## config.mk

```make
export PLATFORM = sky130hd
export DESIGN_NAME = sccb_arbiter
export DESIGN_NICKNAME = d
export VERILOG_FILES = /design/src/rtl/sccb_arbiter.sv
export SDC_FILE = /design/constraint.sdc
export NUM_CORES = 1
export LEC_CHECK = 0
export ABC_AREA = 1
export CORE_UTILIZATION = 57
export CTS_CLUSTER_SIZE = 8
export DETAILED_ROUTE_END_ITERATION = 10
export PLACE_DENSITY = 0.9
export SLEW_MARGIN = 40
export SYNTH_ARGS = -nofsm -noshare
export SYNTH_HDL_FRONTEND = slang
export SYNTH_SLANG_ARGS = --single-unit
```

## constraint.sdc

```tcl
create_clock -name clk -period 5.6 [get_ports clk]
set_input_delay 0.84 -clock clk [delete_from_list [all_inputs] [get_ports clk]]
set_output_delay 0.84 -clock clk [all_outputs]
set_load 0.005 [all_outputs]
```

## src/rtl/sccb_arbiter.sv

```systemverilog
// Round-robin arbiter sharing one SCCB write master between two requesters,
// with per-port one-entry holding registers and a transaction watchdog.
module sccb_arbiter #(
  parameter int unsigned CLK_F      = 100_000_000,
  parameter int unsigned TIMEOUT_MS = 2
) (
  input  logic       clk,
  input  logic       rst,
  input  logic       r0_start,
  input  logic [7:0] r0_addr,
  input  logic [7:0] r0_data,
  output logic       r0_ready,
  output logic       r0_done,
  input  logic       r1_start,
  input  logic [7:0] r1_addr,
  input  logic [7:0] r1_data,
  output logic       r1_ready,
  output logic       r1_done,
  input  logic       m_ready,
  output logic       m_start,
  output logic [7:0] m_addr,
  output logic [7:0] m_data,
  output logic       timeout,
  output logic       err
);

  localparam int unsigned TIMEOUT_CYC = CLK_F / 1000 * TIMEOUT_MS;
  localparam int unsigned WD_W        = $clog2(TIMEOUT_CYC + 1);
  localparam logic [WD_W-1:0] WD_LAST = WD_W'(TIMEOUT_CYC - 1);

  typedef enum logic [1:0] {IDLE, ACK, BUSY} state_t;

  state_t          state, state_nx;
  logic            pend0, pend0_nx, pend1, pend1_nx;
  logic [7:0]      addr0, addr0_nx, data0, data0_nx;
  logic [7:0]      addr1, addr1_nx, data1, data1_nx;
  logic            last, last_nx, win, win_nx, pick;
  logic [WD_W-1:0] wd, wd_nx;
  logic            m_start_nx, r0_done_nx, r1_done_nx, timeout_nx, err_nx;
  logic [7:0]      m_addr_nx, m_data_nx;

  assign r0_ready = ~pend0;
  assign r1_ready = ~pend1;

  always_comb begin
    state_nx   = state;
    pend0_nx   = pend0;
    pend1_nx   = pend1;
    addr0_nx   = addr0;
    data0_nx   = data0;
    addr1_nx   = addr1;
    data1_nx   = data1;
    last_nx    = last;
    win_nx     = win;
    wd_nx      = wd;
    pick       = ~last;
    m_start_nx = 1'b0;
    m_addr_nx  = m_addr;
    m_data_nx  = m_data;
    r0_done_nx = 1'b0;
    r1_done_nx = 1'b0;
    timeout_nx = 1'b0;
    err_nx     = err;

    if (r0_start && !pend0) begin
      pend0_nx = 1'b1;
      addr0_nx = r0_addr;
      data0_nx = r0_data;
    end
    if (r1_start && !pend1) begin
      pend1_nx = 1'b1;
      addr1_nx = r1_addr;
      data1_nx = r1_data;
    end

    unique case (state)
      IDLE: begin
        if (m_ready && (pend0 || pend1)) begin
          // A lone requester always wins; a tie goes to the port not granted last.
          pick       = (pend0 && pend1) ? ~last : pend1;
          win_nx     = pick;
          m_addr_nx  = pick ? addr1 : addr0;
          m_data_nx  = pick ? data1 : data0;
          m_start_nx = 1'b1;
          wd_nx      = '0;
          state_nx   = ACK;
        end
      end
      ACK, BUSY: begin
        if (state == BUSY && m_ready) begin
          if (win) pend1_nx = 1'b0;
          else     pend0_nx = 1'b0;
          r0_done_nx = ~win;
          r1_done_nx = win;
          last_nx    = win;
          state_nx   = IDLE;
        end else if (wd == WD_LAST) begin
          if (win) pend1_nx = 1'b0;
          else     pend0_nx = 1'b0;
          timeout_nx = 1'b1;
          err_nx     = 1'b1;
          last_nx    = win;
          state_nx   = IDLE;
        end else begin
          wd_nx = wd + 1'b1;
          if (state == ACK && !m_ready) state_nx = BUSY;
        end
      end
      default: state_nx = IDLE;
    endcase
  end

  always_ff @(posedge clk or posedge rst) begin
    if (rst) begin
      state   <= IDLE;
      pend0   <= 1'b0;
      pend1   <= 1'b0;
      addr0   <= '0;
      data0   <= '0;
      addr1   <= '0;
      data1   <= '0;
      last    <= 1'b1;
      win     <= 1'b0;
      wd      <= '0;
      m_start <= 1'b0;
      m_addr  <= '0;
      m_data  <= '0;
      r0_done <= 1'b0;
      r1_done <= 1'b0;
      timeout <= 1'b0;
      err     <= 1'b0;
    end else begin
      state   <= state_nx;
      pend0   <= pend0_nx;
      pend1   <= pend1_nx;
      addr0   <= addr0_nx;
      data0   <= data0_nx;
      addr1   <= addr1_nx;
      data1   <= data1_nx;
      last    <= last_nx;
      win     <= win_nx;
      wd      <= wd_nx;
      m_start <= m_start_nx;
      m_addr  <= m_addr_nx;
      m_data  <= m_data_nx;
      r0_done <= r0_done_nx;
      r1_done <= r1_done_nx;
      timeout <= timeout_nx;
      err     <= err_nx;
    end
  end

endmodule

```

==> flow_summary_export.csv <==
group,metric,value,unit
yosys,ys_warn_count,0,
critical_path,cp_max_fo,20,
drt,drt_iter0_markers,250,
layout,fillers,400,
clock_network,cts_buffer_depth,2,
yosys,ys_ff_latch,77,
timing,finalCritPeriodShare,43.4,%
critical_path,required,5880,ps
layout,multiInputGateArea,1600,um^2
timing,fmax,411,MHz
yosys,yosysSeqAreaShare,52.4,%
yosys,ys_types,32,
clock_network,cts_root_buffer,"clkbuf_8",
yosys,yosysMostFrequentCell,"nand2_1",
layout,seqCellArea,1930,um^2
clock_network,ctsHoldBuffers,0,
critical_path,cpMaxStageDelayCell,"nor2_2",
pwr,powerDensity,480,nW/um^2
die,die_area,6780,um^2
timing,setup_violations,0,
place,routabilityCongestion,0.944,
timing,clock_skew,12.8,ps
yosys,synth_xor_area_share,1.43,%
drt,first_pass_iters,5,
clock_network,cts_tree,"built",
die,fp.dieW,82.4,um
grt,grt_pass1_vias,3051,
timing,hold_viol,0,
yosys,synth_area,3680,um^2
worst_hold_path,min_path_type,"flop to flop",
worst_hold_path,whs_path_depth,2,
critical_path,path_depth,6,
yosys,syn_nets,437,
yosys,synth_largest_area_cell,"dfrtp_1",
place,port_buffers,59,
clock_network,cts-resized-gates,0,
yosys,synth_compound_area_share,10.3,%
yosys,synth_edf_count,0,
die,io_pins,60,
layout,finalInstanceArea,4570,um^2
timing,slew_violations,0,
critical_path,crit_type,"input port to flop",
drt,routed_via_density,5.75,
timing,rsz0062_at_grt,"false",
pwr,ir_drop,0.000346,V
critical_path,crit_path_end_kind,"flop",
layout,final_layout_size_suffix_gt1_share,16.1,%
critical_path,cpPeakStageDelay,570,ps
yosys,ys_top_cells_by_count,"80 x nand2_1, 76 x dfrtp_1, 52 x o21ai_0, 46 x nor2_1, 32 x mux2_2",
drt,drc,0,
clock_network,cts_buffers,9,
drt,wl,8.92,mm
yosys,syn_area_per_cell,9.32,um^2
yosys,synth_flop_cell,"dfrtp_1",
yosys,synth_top_family_by_area,"simple AND/OR/NAND/NOR gates",
drt,ant_nets,0,
clock_network,clk_pin_slew,90,ps
yosys,synth_adder_area_share,1.70,%
yosys,synth_top_area_share,51.7,%
critical_path,crit_buf_inv,2,
timing,slew_headroom,51.0,%
grt,overflow,0,
yosys,ys_async_sr_fraction,100,%
timing,tns,0,ps
die,core,6060,um^2
layout,synthToLayoutAreaGrowth,24.0,%
grt,grt_pass1_wl,14.6,mm
place,placed_area,4320,um^2
clock_network,post_cts_buffers,0,
yosys,yosys-top-cells-area,"dfrtp_1 52%, mux2_2 9.8%, nand2_1 8.2%",
grt,grt_start_max_net_pins,64,
grt,grt_usage,29.7,%
die,start_util,60.7,%
clock_network,clk_latency,360,ps
drt,vias,3078,
drt,wl_per_cell,16.7,um
timing,tightest_slew,733,ps
run,drv_cap,0,
layout,final_nets,497,
critical_path,crit_family,"buffers and inverters",
run_status,outcome,"finished clean",
place,dp_hpwl,6.06,mm
critical_path,arrival,2710,ps
clock_network,ctsHtreeMaxLevel,3,
clock_network,cts_sinks,77,
layout,diodes,0,
yosys,synthCells,395,
die,die_y,82.4,um
critical_path,reg2reg_depth,6,
grt,antenna_found_initial,0,
die,rows,28,
critical_path,cp-start-kind,"input port",
pwr,p_leak,2.00,nW
timing,layout_min_cycle_time,2430,ps
yosys,synth.area.mux_share,9.79,%
critical_path,cp_cell_sequence,"clkdlybuf4s50_1, o21ai_2, buf_4, nor2_2, o21ai_0, o21ai_1",
yosys,synthSimpleGateAreaFrac,20.1,%
==> cells by family (layout without fill, tap and decap cells) <==
kind of cell,after synthesis,count (layout)
buffers and inverters,37,102
multiplexers,32,32
AO/OA/AOI/OAI,69,69
AND/OR/NAND/NOR,169,169
adder cells (fa/ha/maj),5,5
flip-flops,77,77
XOR/XNOR,6,6
==> layout by cell type (no fill, tap or decap), types with 5 or more instances in the layout <==
| master | n |
|---|---|
| nand2_1 | 80 |
| dfrtp_1 | 76 |
| clkdlybuf4s50_1 | 59 |
| o21ai_0 | 52 |
| nor2_1 | 45 |
| mux2_2 | 32 |
| inv_1 | 22 |
| nand3_1 | 19 |
| clkbuf_8 | 9 |
| o21ai_1 | 8 |
| nor3_1 | 5 |
| nor2_2 | 5 |
| ha_1 | 5 |
==> final cells by class <==
| type | count | area share, % |
|---|---|---|
| clock buffer | 9 | 2.71 |
| inverter | 25 | 2.06 |
| timing repair buffer | 61 | 13.3 |
| tap | 75 | 2.06 |
| clock inverter | 7 | 2.66 |
| sequential | 77 | 42.2 |
| multi-input combinational | 281 | 34.9 |
==> where the power goes <==
part	total, mW	switching (mW)	internal (mW)
clock network	0.515	0.217	0.298
logic	0.792	0.450	0.342
registers	0.884	0.133	0.751
total	2.19	0.800	1.39
==> path summary, 6_finish.rpt <==
check	slack, ps	end	start
setup / recovery	3170	m_data[4]	m_ready
hold / removal	480	last	last
setup reg to reg	3290	m_data[4]	state[0]
hold reg to reg	480	last	last
max in group asynchronous	4000	last	rst
min in group asynchronous	750	addr0[6]	rst
==> tightest hold or removal path: stages (launching register included) <==
cell	delay [ps]
dfstp_2	370
o21ai_0	60
nand2_1	50
==> sequential cells by signal (all words and copies together) (netlist names) <==
name     count
data1        8
win          1
last         1
r0_done      1
addr0        8
state        2
wd          18
m_start      1
r1_done      1
timeout      1
addr1        8
err          1
m_addr       8
pend1        1
m_data       8
pend0        1
data0        8
==> per-stage QoR <==
stage          utilization [%]  setup WS (ps)  total power [mW]  hold WS (ps)  std cells
3_5_place_dp              71.2           2880              1.64           474        519
3_3_place_gp              71.2           2760              1.59           471        519
5_1_grt                   75.3           3070              2.32           521        535
2_1_floorplan                -           2790              1.36           437        395
6_report                  75.3           3170              2.19           477        535
4_1_cts                   75.3           3200              2.18           483        535
==> layer usage <==
metal	up-vias	part of all wire (%)	global-route usage, %
li1	1419	-	-
met2	135	52	51.4
met5	-	0	0
met3	20	5.8	7.80
met4	0	2.4	12.6
met1	1504	40	34.7
(Power assumes the default switching activity.)
